==> config.mk <==
export PLATFORM = sky130hd
export DESIGN_NAME = cmos_pingpong_wr
export DESIGN_NICKNAME = d
export VERILOG_FILES = /design/src/rtl/cmos_pingpong_wr.sv
export SDC_FILE = /design/constraint.sdc
export NUM_CORES = 1
export LEC_CHECK = 0
export BUFFER_PORTS_ARGS = -buffer_cell sky130_fd_sc_hd__buf_2
export CORE_AREA = 4 4 105 107
export CTS_CLUSTER_DIAMETER = 50
export DETAILED_ROUTE_END_ITERATION = 10
export DIE_AREA = 0 0 109 111
export PLACE_DENSITY = 0.53
export SLEW_MARGIN = 25
export SYNTH_ARGS = -nofsm -noshare
export SYNTH_HDL_FRONTEND = slang
export SYNTH_SLANG_ARGS = --single-unit
==> constraint.sdc <==
create_clock -name cam_pclk -period 2.9 [get_ports cam_pclk]
set_input_delay 0.29 -clock cam_pclk [delete_from_list [all_inputs] [get_ports cam_pclk]]
set_output_delay 0.29 -clock cam_pclk [all_outputs]
set_load 0.005 [all_outputs]
==> src/rtl/cmos_pingpong_wr.sv <==
// CMOS camera frame writer: captures pixels into a rotating set of frame banks
// and publishes each completed frame to the reader side.
module cmos_pingpong_wr #(
  parameter int unsigned DATA_W       = 16,
  parameter int unsigned ADDR_W       = 17,
  parameter int unsigned FRAME_PIXELS = 76800,
  parameter int unsigned NUM_BANKS    = 2,
  parameter int unsigned DROP_SHORT   = 1
) (
  input  logic                 cam_pclk,
  input  logic                 rst,
  input  logic                 cmos_frame_vsync,
  input  logic                 cmos_frame_href,
  input  logic                 cmos_frame_clken,
  input  logic [DATA_W-1:0]    cmos_frame_data,
  output logic [ADDR_W-1:0]    ram_addr,
  output logic [DATA_W-1:0]    ram_wdata,
  output logic [NUM_BANKS-1:0] ram_we,
  output logic [1:0]           wr_bank,
  output logic [1:0]           rd_bank,
  output logic                 rd_valid,
  output logic                 frame_done,
  output logic                 frame_err
);

  localparam int unsigned      CNT_W     = ADDR_W + 1;
  localparam logic [CNT_W-1:0] FULL_CNT  = CNT_W'(FRAME_PIXELS);
  localparam logic [1:0]       LAST_BANK = 2'(NUM_BANKS - 1);

  typedef enum logic [1:0] {
    IDLE     = 2'd0,
    CAPTURE  = 2'd1,
    OVERFLOW = 2'd2
  } state_t;

  state_t               r_state;
  state_t               w_state_nxt;
  logic                 r_vsync_d;
  logic [CNT_W-1:0]     r_pix_cnt;
  logic [ADDR_W-1:0]    r_ram_addr;
  logic [DATA_W-1:0]    r_ram_wdata;
  logic [NUM_BANKS-1:0] r_ram_we;
  logic [1:0]           r_wr_bank;
  logic [1:0]           r_rd_bank;
  logic                 r_rd_valid;
  logic                 r_frame_done;
  logic                 r_frame_err;

  logic                 w_rise;
  logic                 w_fall;
  logic                 w_pix;
  logic                 w_clr;
  logic                 w_wr;
  logic                 w_publish;
  logic                 w_err;
  logic [1:0]           w_bank_nxt;

  assign w_rise     = cmos_frame_vsync & ~r_vsync_d;
  assign w_fall     = ~cmos_frame_vsync & r_vsync_d;
  assign w_pix      = cmos_frame_vsync & cmos_frame_href & cmos_frame_clken;
  assign w_bank_nxt = (r_wr_bank == LAST_BANK) ? 2'd0 : r_wr_bank + 2'd1;

  // State register; vsync_d resets high so a frame running at release is skipped
  always_ff @(posedge cam_pclk or posedge rst) begin
    if (rst) begin
      r_state   <= IDLE;
      r_vsync_d <= 1'b1;
    end else begin
      r_state   <= w_state_nxt;
      r_vsync_d <= cmos_frame_vsync;
    end
  end

  // Next state and per-cycle actions
  always_comb begin
    w_state_nxt = r_state;
    w_clr       = 1'b0;
    w_wr        = 1'b0;
    w_publish   = 1'b0;
    w_err       = 1'b0;
    case (r_state)
      IDLE: begin
        if (w_rise) begin
          w_state_nxt = CAPTURE;
          w_clr       = 1'b1;
        end
      end
      CAPTURE: begin
        if (w_rise) begin
          w_state_nxt = CAPTURE;
          w_clr       = 1'b1;
        end else if (w_fall) begin
          w_state_nxt = IDLE;
          if (r_pix_cnt == FULL_CNT) begin
            w_publish = 1'b1;
          end else begin
            w_err     = 1'b1;
            w_publish = (DROP_SHORT == 0);
          end
        end else if (w_pix) begin
          if (r_pix_cnt == FULL_CNT) begin
            w_state_nxt = OVERFLOW;
          end else begin
            w_wr = 1'b1;
          end
        end
      end
      OVERFLOW: begin
        if (w_rise) begin
          w_state_nxt = CAPTURE;
          w_clr       = 1'b1;
        end else if (w_fall) begin
          w_state_nxt = IDLE;
          w_err       = 1'b1;
        end
      end
      default: w_state_nxt = IDLE;
    endcase
  end

  // Write port, pixel counter and bank bookkeeping
  always_ff @(posedge cam_pclk or posedge rst) begin
    if (rst) begin
      r_pix_cnt    <= '0;
      r_ram_addr   <= '0;
      r_ram_wdata  <= '0;
      r_ram_we     <= '0;
      r_wr_bank    <= 2'd0;
      r_rd_bank    <= 2'd0;
      r_rd_valid   <= 1'b0;
      r_frame_done <= 1'b0;
      r_frame_err  <= 1'b0;
    end else begin
      r_frame_done <= w_publish;
      r_frame_err  <= w_err;
      r_ram_we     <= w_wr ? (NUM_BANKS'(1) << r_wr_bank) : '0;
      if (w_clr) begin
        r_pix_cnt <= '0;
      end else if (w_wr) begin
        r_pix_cnt <= r_pix_cnt + CNT_W'(1);
      end
      if (w_wr) begin
        r_ram_addr  <= r_pix_cnt[ADDR_W-1:0];
        r_ram_wdata <= cmos_frame_data;
      end
      if (w_publish) begin
        r_rd_bank  <= r_wr_bank;
        r_rd_valid <= 1'b1;
        r_wr_bank  <= w_bank_nxt;
      end
    end
  end

  assign ram_addr   = r_ram_addr;
  assign ram_wdata  = r_ram_wdata;
  assign ram_we     = r_ram_we;
  assign wr_bank    = r_wr_bank;
  assign rd_bank    = r_rd_bank;
  assign rd_valid   = r_rd_valid;
  assign frame_done = r_frame_done;
  assign frame_err  = r_frame_err;

endmodule

Word level (Yosys, flattened, before mapping)
Index checks and enable logic that the tools add are counted.
{"block": "word_totals", "ff_bits": 63, "output_inout_bits": 42}
{"block": "op_classes", "bitwise_logic": 6, "reduce_logical": 4, "n_addsub": 2, "muxes": 28, "eq_ne": 8, "shift": 1}
{"operator": "$mux 18", "count": 2}
{"operator": "$add 18x1->18 const B", "count": 1}
{"operator": "$eq 18x17->1 const B", "count": 1}
{"operator": "$mux 2", "count": 9}
{"operator": "$mux 1", "count": 15}
{"operator": "$ne 4x4->1 const B", "count": 2}
{"operator": "$pmux 2 s3", "count": 1}
{"operator": "$and 1x1->1", "count": 4}
{"operator": "$eq 2x1->1 const B", "count": 2}
{"operator": "$reduce_and 4->1", "count": 1}
{"operator": "$ne 3x3->1 const B", "count": 1}
{"operator": "$reduce_or 3->1", "count": 1}
{"operator": "$add 2x1->2 const B", "count": 1}
{"operator": "$eq 2x2->1 const B", "count": 1}
{"operator": "$logic_not 2->1", "count": 1}
{"operator": "$ne 2x2->1 const B", "count": 1}
{"operator": "$not 1->1", "count": 2}
{"operator": "$pmux 1 s2", "count": 1}
{"operator": "$reduce_bool 2->1", "count": 1}
{"operator": "$shl 1x2->2 const A", "count": 1}

Depth between registers and ports, before layout
Gate-level depths: netlist of the first run.
{"block": "logic_depth", "ltp_word": 8, "mapped_depth": 9}

Worst setup path before layout of the first run
Ideal clock, no wire load.
{"block": "synth_path", "kind": "reg2reg", "from": "register r_vsync_d", "to": "register r_pix_cnt[7]", "period_less_slack_ns": 2.032, "n_path_buf": 0, "t_arrival_ns": 1.950, "path_slack_ns": 0.868, "setup_time_ns": 0.083, "path_stages_with_launch": 8, "path_cell_list": "dfstp_2 > inv_1 > ha_1 > nand2b_1 > nor3_1 > o21ai_2 > or4_2 > o21ai_0"}
{"block": "synth_between", "elab_chain_len": 5, "elab_cells_between_ends": 10, "classes_between": "mux: 6; bitwise: 3; reduce/logical: 1"}
{"element": "start: declaration", "line_no": "38", "text": "logic r_vsync_d;"}
{"element": "start signal: assignment", "line_no": "70", "text": "r_vsync_d <= cmos_frame_vsync;"}
{"element": "$and 1x1->1 / $not 1->1 (equally long branches)", "line_no": "59, 58"}
{"element": "$mux 1 / $and 1x1->1 (equally long branches)", "line_no": "92, 58"}
{"element": "$mux 1 (on tied branches)", "line_no": "89, 83, 109"}
{"element": "$mux 1 (on tied branches)"}
{"element": "$reduce_bool 2->1 (no source line) / $mux 18 (equally long branches)"}
{"element": "end signal: assignment", "line_no": "140", "text": "r_pix_cnt <= r_pix_cnt + CNT_W'(1);"}
{"element": "end: declaration", "line_no": "39", "text": "logic [CNT_W-1:0] r_pix_cnt;"}
Parallel ways exist; a longest one is shown, timed or not.
A chain may end at the register's enable or synchronous reset.

Final worst setup path of the first run
{"block": "layout_path", "from": "register r_pix_cnt[0]", "to": "register r_ram_addr[5], in the netlist ram_addr[5]"}
{"block": "layout_between", "elab_chain_len": 6}
{"element": "$eq 18x17->1", "line_no": "101", "text": "if (r_pix_cnt == FULL_CNT) begin"}
{"element": "$mux 1", "line_no": "101"}
{"element": "$mux 1", "line_no": "100", "text": "end else if (w_pix) begin"}
{"element": "$mux 1", "line_no": "92", "text": "end else if (w_fall) begin"}
{"element": "$mux 1", "line_no": "89", "text": "if (w_rise) begin"}
{"element": "$mux 1", "line_no": "81", "text": "case (r_state)"}
{"element": "end signal: assignment", "line_no": "143", "text": "r_ram_addr <= r_pix_cnt[ADDR_W-1:0];"}
{"element": "end: declaration", "line_no": "40", "text": "logic [ADDR_W-1:0] r_ram_addr;"}
No other way between the ends.

==> summary.txt, run 1 <==
Final layout
  • Layout Cells excl Fill: 451
  • Area grow syn2layout: 20.5%
  • Nets: 340
  • Filler instances: 995
  • Area of the multi-input gates: approximately 0.0013 mm2
  • Antenna Cells: 0
  • Ratio of cells with drive above 1 in the final layout: between 40% and 50%
  • Reg area: 0.00158 mm2

Outcome
  • Status: finished, final reports clean

STA
  • Worst-Margin Slew: 0.784 ns
  • Max Fclk: 405 MHz
  • RSZ-0062 raised after global routing: false
  • Final worst path period share: 85.2%
  • Max Slew Vio Count: 0
  • Min setup slack post-route: 0.429 ns
  • WHS: between 0.1 and 0.15 ns
  • Fin Setup TNS: 0 ns
  • Setup violators final: 0
  • Final min period: 2.47 ns
  • Slew HR: between 40% and 50%
  • Skew final: 0.00784 ns
  • Final-report hold violation count: 0

Synth
  • Post-Synthesis Cells: 242
  • Largest cells by area after synthesis: dfrtp_1 52%, mux2_4 10%, ha_1 3.3%, mux2_2 3.0%, nand2_1 2.4%
  • Seq/Total Area, Yosys: 52.7%
  • Avg Cell Area, Syn: 12.4 um2
  • Post-synth top area cell: dfrtp_1
  • Mapped Nets: ~270
  • Post-synth top area share: 51.8%
  • Synth unique cells: 48
  • Number of synthesis warnings: 0
  • Main flop type after synthesis: dfrtp_1
  • Area of the mapped netlist: 0.00300 mm2
  • Yosys reg bits: 63
  • Post-synth EDFFs: 0
  • Async SR Flop Fraction: 100%

Global route
  • First-pass GRT wire length: 10800 um
  • Global route overflow: 0
  • Antenna violations before repair: 0
  • Tot GR Track Use: between 10% and 20%
  • Largest net degree at the start of global routing: 64
  • Vias in the first global route: about 2.1k

Detailed routing
  • DRT Pass-1 Iters: 4
  • DR WL/cell: 14.1 um
  • Detailed Route WL: approximately 6300 um
  • Routed vias/inst: 4.55
  • Remaining DRCs: 0
  • Final antenna-violating net count: 0
  • Drt initial violations: 89
  • DR vias: 2050

Clock tree
  • Skew-Pair Late Insertion Delay: 0.33 ns
  • H-tree depth: 3
  • Hold Buf Count CTS: 0
  • Clock Tree Buf Depth: 2
  • Clock-pin slew on the worst setup and hold paths: around 0.07 ns
  • Post-CTS Repair Setup Buffers: 0
  • Post-CTS Resized: 0
  • Clock root buffer: clkbuf_8
  • CTS tree: built
  • CTS Buf Count: 9
  • Clock sink count: 63

Power
  • Net switching fraction of the power: 26.9%
  • Part of the power in combinational logic: between 20% and 30%
  • Power share of the sequential group: between 40% and 50%
  • Max rail drop VDD: roughly 0.26 mV
  • Pint: 1.61 mW
  • Clock power share: approximately 29%
  • PD cells: just over 600 mW/mm2
  • Psw: 0.591 mW
  • LEAKAGE: 1.85 nW

Placed design
  • Port bufs: 62
  • Dpl cells: 436
  • Dpl ws: 0.406 ns
  • GPL Wtd Cong: between 0.7 and 0.8
  • Post-DP HPWL: 4500 um

Critical path
  • Crit path arrival time: 2.69 ns
  • CP Max Fanout: 18
  • Crit end category: flip-flop
  • Worst Setup SP: r_pix_cnt[0]
  • Crit start category: flip-flop
  • Crit path required time: between 3 and 4 ns
  • Worst reg-to-reg setup slack: between 0.4 and 0.5 ns
  • Setup crit end: ram_addr[5]
  • Crit Path Category: flip-flop to flip-flop
  • Reg2reg end: ram_addr[5]
  • R2R depth: 7
  • Source of the worst register-to-register timing path: r_pix_cnt[0]

Floorplan
  • Number of I/O pins: 63
  • Die width: 109 um
  • Full die area: 0.0121 mm2
  • Standard-cell row count: 37
  • Initial Util: 29.5%
  • Die Ht: 111 um
  • Core area: about 0.010 mm2

Worst hold path
  • Hold Crit Class: input pin to flip-flop

Run
  • Max Cap Viol: 0
==> placed cells by master (no fill, tap or decap), types with 2 or more instances in the layout <==
| master | count |
|---|---|
| buf_2 | 62 |
| buf_4 | 6 |
| clkbuf_8 | 10 |
| clkinv_2 | 3 |
| dfrtp_1 | 62 |
| ha_1 | 8 |
| inv_1 | 12 |
| mux2_1 | 3 |
| mux2_2 | 8 |
| mux2_4 | 20 |
| nand2_1 | 19 |
| nand2b_1 | 2 |
| nand3_1 | 7 |
| nand4_1 | 4 |
| nand4b_1 | 2 |
| nor2_1 | 18 |
| nor3_1 | 7 |
| nor3b_1 | 2 |
| nor4_4 | 2 |
| nor4b_2 | 2 |
| o211ai_1 | 3 |
| o21ai_0 | 11 |
| o31ai_1 | 2 |
| or2_2 | 2 |
| or3_1 | 2 |
| or4_1 | 3 |
| or4_2 | 2 |
| xnor2_1 | 6 |
| xor2_1 | 4 |
==> synthesized netlist by cell type, types with 3 or more instances <==
master	instances
clkbuf_2	3
dfrtp_1	62
ha_1	8
inv_1	13
mux2_1	3
mux2_2	8
mux2_4	20
nand2_1	19
nand3_1	7
nand4_1	4
nor2_1	18
nor3_1	7
o211ai_1	3
o21ai_0	11
or4_1	3
xnor2_1	6
xor2_1	4
==> registers in the layout, summed over array words and instances (netlist names), 2 cells and up <==
name,flops
r_state,2
wr_bank,2
rd_bank,2
ram_addr,17
ram_we,2
ram_wdata,16
r_pix_cnt,18
==> metrics by stage <==
step	util [%]	power, mW	instance area [um2]
global route	35.6	2.35	3610
global placement	34.0	1.57	3450
finish	35.6	2.20	3610
CTS	35.6	2.24	3610
floorplan	-	1.40	3000
detailed placement	34.0	1.57	3450
==> per-layer routing <==
metal	share of wire, %	routed length, um	GRT usage, %
met5	0	0	0
met4	1.2	74	3.54
met3	7.1	452	4.72
met2	47	2990	17.8
met1	44	2820	14.6
==> worst min-delay path by stage <==
stage / startpoint / endpoint / cells after the start
after global routing: cmos_frame_vsync / r_vsync_d / 1
after detailed placement: cmos_frame_vsync / r_vsync_d / 1
after floorplan: cmos_frame_vsync / r_vsync_d / 0
after CTS: cmos_frame_vsync / r_vsync_d / 1
final: cmos_frame_vsync / r_vsync_d / 1
after global placement: cmos_frame_vsync / r_vsync_d / 1
==> final cells by class <==
class	instances	share of cell area, %
inverter	13	1.35
clock buffer	11	3.92
multi-input combinational	155	35.3
clock inverter	4	0.624
timing repair buffer	69	10.4
sequential	63	43.7
tap	136	4.71
==> critical path: stages (launching register included) <==
cell,delay [ns]
dfrtp_1,0.42
inv_1,0.10
ha_1,0.14
nor4b_2,0.24
nand2_1,0.23
o21ai_4,0.63
buf_4,0.26
mux2_2,0.33
==> power groups by stage <==
stage,Combinational [mW],Sequential (mW),Clock (mW)
2_1_floorplan,0.306,1.09,0
3_3_place_gp,0.488,1.08,0
5_1_grt,0.545,1.09,0.720
3_5_place_dp,0.490,1.08,0
4_1_cts,0.497,1.07,0.673
6_report,0.487,1.07,0.646
==> logic make-up (layout without fill, tap and decap cells) <==
logic type | count (synthesis) | after routing | synth area share, %
xor gates and xnor gates | 10 | 10 | 2.92
adders and majority gates | 8 | 8 | 3.34
and+or+nand+nor | 81 | 81 | 16.3
AOI/OAI and AO/OA | 24 | 24 | 5.18
muxes | 32 | 32 | 14.5
buffers and inverters | 24 | 97 | 5.05
DFF | 63 | 63 | 52.7
No activity file was read; power rests on OpenSTA's default activity.
==> run 2, diff against run 1 <==
- ABC_AREA: unset -> 1
- CAP_MARGIN: unset -> 15
- CORE_AREA: 4 4 105 107 -> 4 4 107 109
- DIE_AREA: 0 0 109 111 -> 0 0 111 113
- PLACE_DENSITY: 0.53 -> 0.52
- clock period: 2.9 -> 2.95 ns (I/O delays scaled with it)
==> summary.txt, run 2 <==
Floorplan
  • Die width: 111 um (+1.8%)
  • Full die area: 0.0125 mm2 (+3.7%)
  • Number of I/O pins: 63 (unchanged)
  • Standard-cell row count: 38 (+2.7%)
  • Core area: 0.0106 mm2 (+4.6%)
  • Die Ht: 113 um (+1.8%)
  • Initial Util: 29.4% (-0.13 points)

Synth
  • Post-synth top area share: 49.7% (-2.1 points)
  • Post-Synthesis Cells: 370 (+53%)
  • Area of the mapped netlist: 0.00312 mm2 (+4.1%)
  • Number of synthesis warnings: 0 (unchanged)
  • Post-synth EDFFs: 0 (unchanged)
  • Synth unique cells: 30 (-38%)
  • Seq/Total Area, Yosys: 50.6% (-2.1 points)
  • Synth top cells by count: 130 x nand2_1, 62 x dfrtp_1, 30 x nor2_1, 29 x inv_1, 22 x nand3_1
  • Async SR Flop Fraction: 100% (unchanged)
  • Largest cells by area after synthesis: dfrtp_1 50%, nand2_1 16%, nor2_1 3.6%, nand3_1 3.5%, inv_1 3.5%
  • Avg Cell Area, Syn: 8.43 um2 (-32%)
  • Yosys reg bits: 63 (unchanged)
  • Main flop type after synthesis: dfrtp_1
  • Most frequent cell after synthesis: nand2_1
  • Post-synth top area cell: dfrtp_1
  • Mapped Nets: 399 (+47%)

STA
  • Final-report hold violation count: 0 (unchanged)
  • Max Slew Vio Count: 0 (unchanged)
  • Slew HR: 58.9% (+11 points)
  • Final worst path period share: 77.4% (-7.8 points)
  • Fin Setup TNS: 0 ns (unchanged)
  • WHS: 0.0366 ns (-0.0634 ns)
  • RSZ-0062 raised after global routing: false
  • Worst-Margin Slew: 0.617 ns (-0.168 ns)
  • Setup violators final: 0 (unchanged)
  • Max Fclk: 438 MHz (+8.3%)
  • Skew final: 0.00963 ns (+0.00179 ns)
  • Final min period: 2.28 ns (-0.189 ns)

Critical path
  • Worst reg-to-reg setup slack: 0.67 ns (+0.24 ns)
  • Reg2reg end: r_pix_cnt[5]
  • R2R depth: 9 (+2)
  • Crit Path Category: flip-flop to flip-flop
  • CP Max Fanout: 51 (+33)
  • Source of the worst register-to-register timing path: r_vsync_d
  • Crit path arrival time: 2.56 ns (-0.13 ns)
  • Crit path required time: 3.23 ns (+0.11 ns)
  • Crit end category: flip-flop
  • Crit start category: flip-flop

Power
  • PD cells: 643 mW/mm2 (+5.6%)
  • Max rail drop VDD: 0.265 mV (+1.7%)
  • LEAKAGE: 2.00 nW (+8.2%)

Detailed routing
  • DRT Pass-1 Iters: 4 (unchanged)
  • Detailed Route WL: 7080 um (+12%)
  • Remaining DRCs: 0 (unchanged)
  • DR WL/cell: 12.2 um (-14%)
  • Routed vias/inst: 4.37 (-3.9%)
  • Drt initial violations: 139 (+56%)
  • Final antenna-violating net count: 0 (unchanged)
  • DR vias: 2542 (+24%)

Clock tree
  • CTS tree: built
  • Clock root buffer: clkbuf_8
  • CTS Buf Count: 9 (unchanged)
  • Hold Buf Count CTS: 0 (unchanged)
  • Post-CTS Resized: 0 (unchanged)
  • Skew-Pair Late Insertion Delay: 0.35 ns (+0.02 ns)
  • Clock Tree Buf Depth: 2 (unchanged)
  • H-tree depth: 3 (unchanged)
  • Clock-pin slew on the worst setup and hold paths: 0.08 ns (about the same)
  • Clock sink count: 63 (unchanged)
  • Post-CTS Repair Setup Buffers: 0 (unchanged)

Final layout
  • Number of flip-flops in the largest register: 18 (unchanged)
  • Ratio of cells with drive above 1 in the final layout: 25.8% (-14 points)
  • Reg area: 0.00158 mm2 (unchanged)
  • Nets: 466 (+37%)
  • Area grow syn2layout: 19.5%
  • Leading cell type in the layout, fill and taps excluded: nand2_1
  • Layout Cells excl Fill: 582 (+29%)
  • Commonest cells after routing, fill and taps aside: 130 x nand2_1, 62 x dfrtp_1, 62 x buf_2, 30 x nor2_1, 28 x inv_1
  • Area of the multi-input gates: 0.00132 mm2 (+3.3%)
  • Most flops, register: r_pix_cnt
  • Filler instances: 1103 (+11%)
  • Antenna Cells: 0 (unchanged)

Global route
  • Tot GR Track Use: 12.1% (+0.57 points)
  • First-pass GRT wire length: 12200 um (+13%)
  • Vias in the first global route: 2548 (+20%)
  • Largest net degree at the start of global routing: 52 (-19%)
  • Antenna violations before repair: 0 (unchanged)
  • Global route overflow: 0 (unchanged)

Placed design
  • Port bufs: 62 (unchanged)
  • Post-DP HPWL: 5040 um (+12%)
  • Dpl cells: 566 (+30%)
  • GPL Wtd Cong: 0.816 (+4.7%)

Worst hold path
  • Hold Crit Class: input pin to async pin

Outcome
  • Status: finished, final reports clean

Run
  • Max Cap Viol: 0 (unchanged)
run 2: worst max path at each step:
stage | from | end | slack (ns) | cells after the start
after floorplan | rst | frame_done | 1.09 | 1
after global placement | r_vsync_d | r_pix_cnt[5] | 0.70 | 9
after detailed placement | r_vsync_d | r_pix_cnt[6] | 0.66 | 9
after CTS | r_vsync_d | r_pix_cnt[5] | 0.64 | 9
after global routing | r_vsync_d | r_pix_cnt[16] | 0.45 | 9
final | r_vsync_d | r_pix_cnt[5] | 0.67 | 9
run 2: final cells by class:
type	count	share of cell area, %
repair buffers	66	9.13
flip-flops and latches	63	42.3
inverters	34	3.49
clock inverters	6	1.64
well taps	140	4.70
clock buffers	10	3.42
multi-input cells	263	35.3
run 2: metal layers:
metal | share of wire, % | GRT usage [%] | up-vias
li1 | - | - | 1290
met1 | 44 | 14.7 | 1158
met2 | 46 | 19.7 | 82
met3 | 7.7 | 3.21 | 12
met4 | 2.1 | 6.32 | 0
met5 | 0 | 0 | -
run 2: power breakdown:
group | switching (mW) | internal [mW]
clock | 0.345 | 0.387
combinational | 0.296 | 0.241
sequential | 0.104 | 1.03
total | 0.744 | 1.66
run 2: critical path: stages (launching register included):
cell	delay (ns)
dfstp_2	0.53
inv_1	0.04
ha_1	0.17
inv_2	0.07
nand2_1	0.08
nor3_2	0.32
nand2_8	0.26
inv_2	0.48
nand3_1	0.16
o21ai_2	0.09
run 2: logic make-up after synthesis:
| family | count (synthesis) | share of synthesized area, % |
|---|---|---|
| AO/OA/AOI/OAI | 29 | 5.58 |
| XOR/XNOR | 10 | 2.81 |
| adder cells (fa/ha/maj) | 8 | 3.21 |
| buffers and inverters | 44 | 7.22 |
| flip-flops | 63 | 50.6 |
| AND/OR/NAND/NOR | 216 | 30.6 |
run 2: stage by stage:
step | util (%) | setup WS (ns) | instance area [um2] | power, mW
2_1_floorplan | - | 1.09 | 3120 | 1.46
3_3_place_gp | 33.4 | 0.696 | 3540 | 1.69
3_5_place_dp | 33.4 | 0.659 | 3540 | 1.70
4_1_cts | 35.2 | 0.641 | 3730 | 2.44
5_1_grt | 35.2 | 0.449 | 3730 | 2.58
6_report | 35.2 | 0.668 | 3730 | 2.40
==> run 3, diff against run 2 <==
- clock period: 2.95 -> 2.4 ns (I/O delays scaled with it)
==> summary.txt, run 3 (synthesized netlist as in run 2, its figures left out) <==
Outcome
  • Status: finished, final reports clean

STA
  • Final worst path period share: 88.3%
  • Fin Setup TNS: 0 ns (unchanged)
  • Setup violators final: 0 (unchanged)
  • Skew final: 0.00540 ns (-0.00422 ns)
  • Max Fclk: 472 MHz
  • Final-report hold violation count: 0 (unchanged)
  • Worst-Margin Slew: 0.569 ns (-0.0474 ns)
  • Min setup slack post-route: 0.282 ns (-0.386 ns)
  • Final min period: 2.12 ns
  • RSZ-0062 raised after global routing: false
  • Max Slew Vio Count: 0 (unchanged)
  • Slew HR: 62.0% (+3.1 points)

Critical path
  • Crit path arrival time: 2.39 ns (-0.17 ns)
  • Worst reg-to-reg setup slack: 0.31 ns (-0.36 ns)
  • Crit end category: flip-flop
  • Crit start category: input pin
  • Reg2reg end: r_pix_cnt[5]
  • Setup crit end: r_pix_cnt[5]
  • R2R depth: 9 (unchanged)
  • CP Max Fanout: 31 (-39%)
  • Source of the worst register-to-register timing path: r_vsync_d
  • Crit path required time: 2.68 ns (-0.55 ns)
  • Crit Path Category: input pin to flip-flop
  • Worst Setup SP: cmos_frame_vsync

Placed design
  • GPL Wtd Cong: 0.840 (+2.9%)
  • Dpl cells: 568 (+0.35%)
  • Dpl ws: 0.294 ns (-0.365 ns)
  • Port bufs: 62 (unchanged)
  • Post-DP HPWL: 5200 um (+3.2%)

Final layout
  • Ratio of cells with drive above 1 in the final layout: 26.2% (+0.44 points)
  • Filler instances: 1104 (+0.091%)
  • Layout Cells excl Fill: 586 (+0.69%)
  • Area grow syn2layout: 20.1%
  • Area of the multi-input gates: 0.00132 mm2 (unchanged)
  • Most flops, register: r_pix_cnt
  • Leading cell type in the layout, fill and taps excluded: nand2_1
  • Reg area: 0.00158 mm2 (unchanged)
  • Antenna Cells: 0 (unchanged)
  • Nets: 470 (+0.86%)
  • Number of flip-flops in the largest register: 18 (unchanged)
  • Commonest cells after routing, fill and taps aside: 130 x nand2_1, 62 x dfrtp_1, 62 x buf_2, 30 x nor2_1, 28 x inv_1

Clock tree
  • Post-CTS Resized: 0 (unchanged)
  • Post-CTS Repair Setup Buffers: 0 (unchanged)
  • Clock root buffer: clkbuf_8
  • Hold Buf Count CTS: 2 (+2)
  • CTS tree: built
  • H-tree depth: 3 (unchanged)
  • CTS Buf Count: 9 (unchanged)
  • Clock sink count: 63 (unchanged)
  • Clock Tree Buf Depth: 2 (unchanged)
  • Skew-Pair Late Insertion Delay: 0.34 ns (about the same)
  • Clock-pin slew on the worst setup and hold paths: 0.07 ns (about the same)

Detailed routing
  • DR WL/cell: 11.9 um (-1.7%)
  • Detailed Route WL: 7000 um (-1.1%)
  • Drt initial violations: 117 (-16%)
  • DRT Pass-1 Iters: 4 (unchanged)
  • Remaining DRCs: 0 (unchanged)
  • Final antenna-violating net count: 0 (unchanged)
  • Routed vias/inst: 4.34 (-0.64%)
  • DR vias: 2543 (+0.039%)

Power
  • PD cells: 765 mW/mm2 (+19%)
  • LEAKAGE: 2.01 nW (+0.61%)
  • Clock power share: 28.2% (-2.3 points)
  • Power share of the sequential group: 48.7% (+1.6 points)
  • Psw: 0.904 mW (+22%)
  • Net switching fraction of the power: 31.6% (+0.55 points)
  • Pint: 1.96 mW (+18%)
  • Part of the power in combinational logic: 23.1% (+0.7 points)
  • Max rail drop VDD: 0.284 mV (+7.1%)

Floorplan
  • Full die area: 0.0125 mm2 (unchanged)
  • Number of I/O pins: 63 (unchanged)
  • Die width: 111 um (unchanged)
  • Die Ht: 113 um (unchanged)
  • Core area: 0.0106 mm2 (unchanged)
  • Initial Util: 29.4% (unchanged)
  • Standard-cell row count: 38 (unchanged)

Global route
  • First-pass GRT wire length: 11900 um (-2.3%)
  • Vias in the first global route: 2506 (-1.6%)
  • Largest net degree at the start of global routing: 32 (-38%)
  • Global route overflow: 0 (unchanged)
  • Antenna violations before repair: 0 (unchanged)
  • Tot GR Track Use: 11.7% (-0.32 points)

Worst hold path
  • Hold Crit Class: input pin to flip-flop

Run
  • Max Cap Viol: 0 (unchanged)
-- run 3: cell types whose count changed in the layout (fill, tap and decap cells not counted) --
| cell | delta |
|---|---|
| dlygate4sd3_1 | +2 |
| clkinv_2 | +1 |
| buf_4 | +2 |
| clkbuf_1 | -1 |
| clkbuf_8 | +1 |
| inv_2 | +1 |
| inv_4 | -1 |
| bufinv_16 | -1 |
-- run 3: routing by layer --
metal / vias to the layer above / part of all wire (%) / track usage (%)
met3: 12 / 5.9 / 4.06
met1: 1161 / 45 / 13.6
met4: 0 / 1.9 / 5.01
met5: - / 0 / 0
met2: 64 / 47 / 19.9
li1: 1306 / - / -
-- run 3: power groups by stage --
stage | logic (mW) | registers [mW] | clock network [mW]
final | 0.663 | 1.39 | 0.807
after global routing | 0.766 | 1.42 | 0.887
after CTS | 0.679 | 1.39 | 0.844
after detailed placement | 0.675 | 1.41 | 0
after global placement | 0.671 | 1.40 | 0
after floorplan | 0.375 | 1.42 | 0
-- run 3: per-stage QoR --
stage / hold slack, ns / utilization, % / power (mW) / cell area, um2
2_1_floorplan: 0.244 / - / 1.80 / 3120
3_3_place_gp: 0.340 / 33.5 / 2.08 / 3550
3_5_place_dp: 0.332 / 33.5 / 2.09 / 3550
4_1_cts: 0.0719 / 35.3 / 2.92 / 3750
5_1_grt: 0.0855 / 35.3 / 3.08 / 3750
6_report: 0.0917 / 35.3 / 2.86 / 3750
-- run 3: area by class of cell --
cell class              count  area share, %
clock buffers              10           3.67
clock inverters             6          0.969
inverters                  34           3.41
multi-input cells         263           35.1
flip-flops and latches     63           42.1
well taps                 140           4.68
repair buffers             70           10.0
-- run 3: how the worst min path moves through the flow --
stage | slack (ns) | to | cells past startpoint | from
5_1_grt | 0.09 | ram_wdata[2] | 3 | cmos_frame_data[2]
6_report | 0.09 | ram_wdata[13] | 3 | cmos_frame_data[13]
3_5_place_dp | 0.33 | ram_wdata[6] | 2 | rst
4_1_cts | 0.07 | ram_wdata[13] | 3 | cmos_frame_data[13]
3_3_place_gp | 0.34 | ram_wdata[6] | 2 | rst
2_1_floorplan | 0.24 | r_vsync_d | 0 | cmos_frame_vsync
-- run 3: worst max-delay path: stages --
cell and delay (ns):
dlygate4sd3_1 0.53, buf_2 0.14, ha_1 0.20, inv_2 0.06
nand2_1 0.08, nor3_2 0.33, nand2_8 0.12, inv_2 0.41
nand3_1 0.17, o21ai_2 0.09
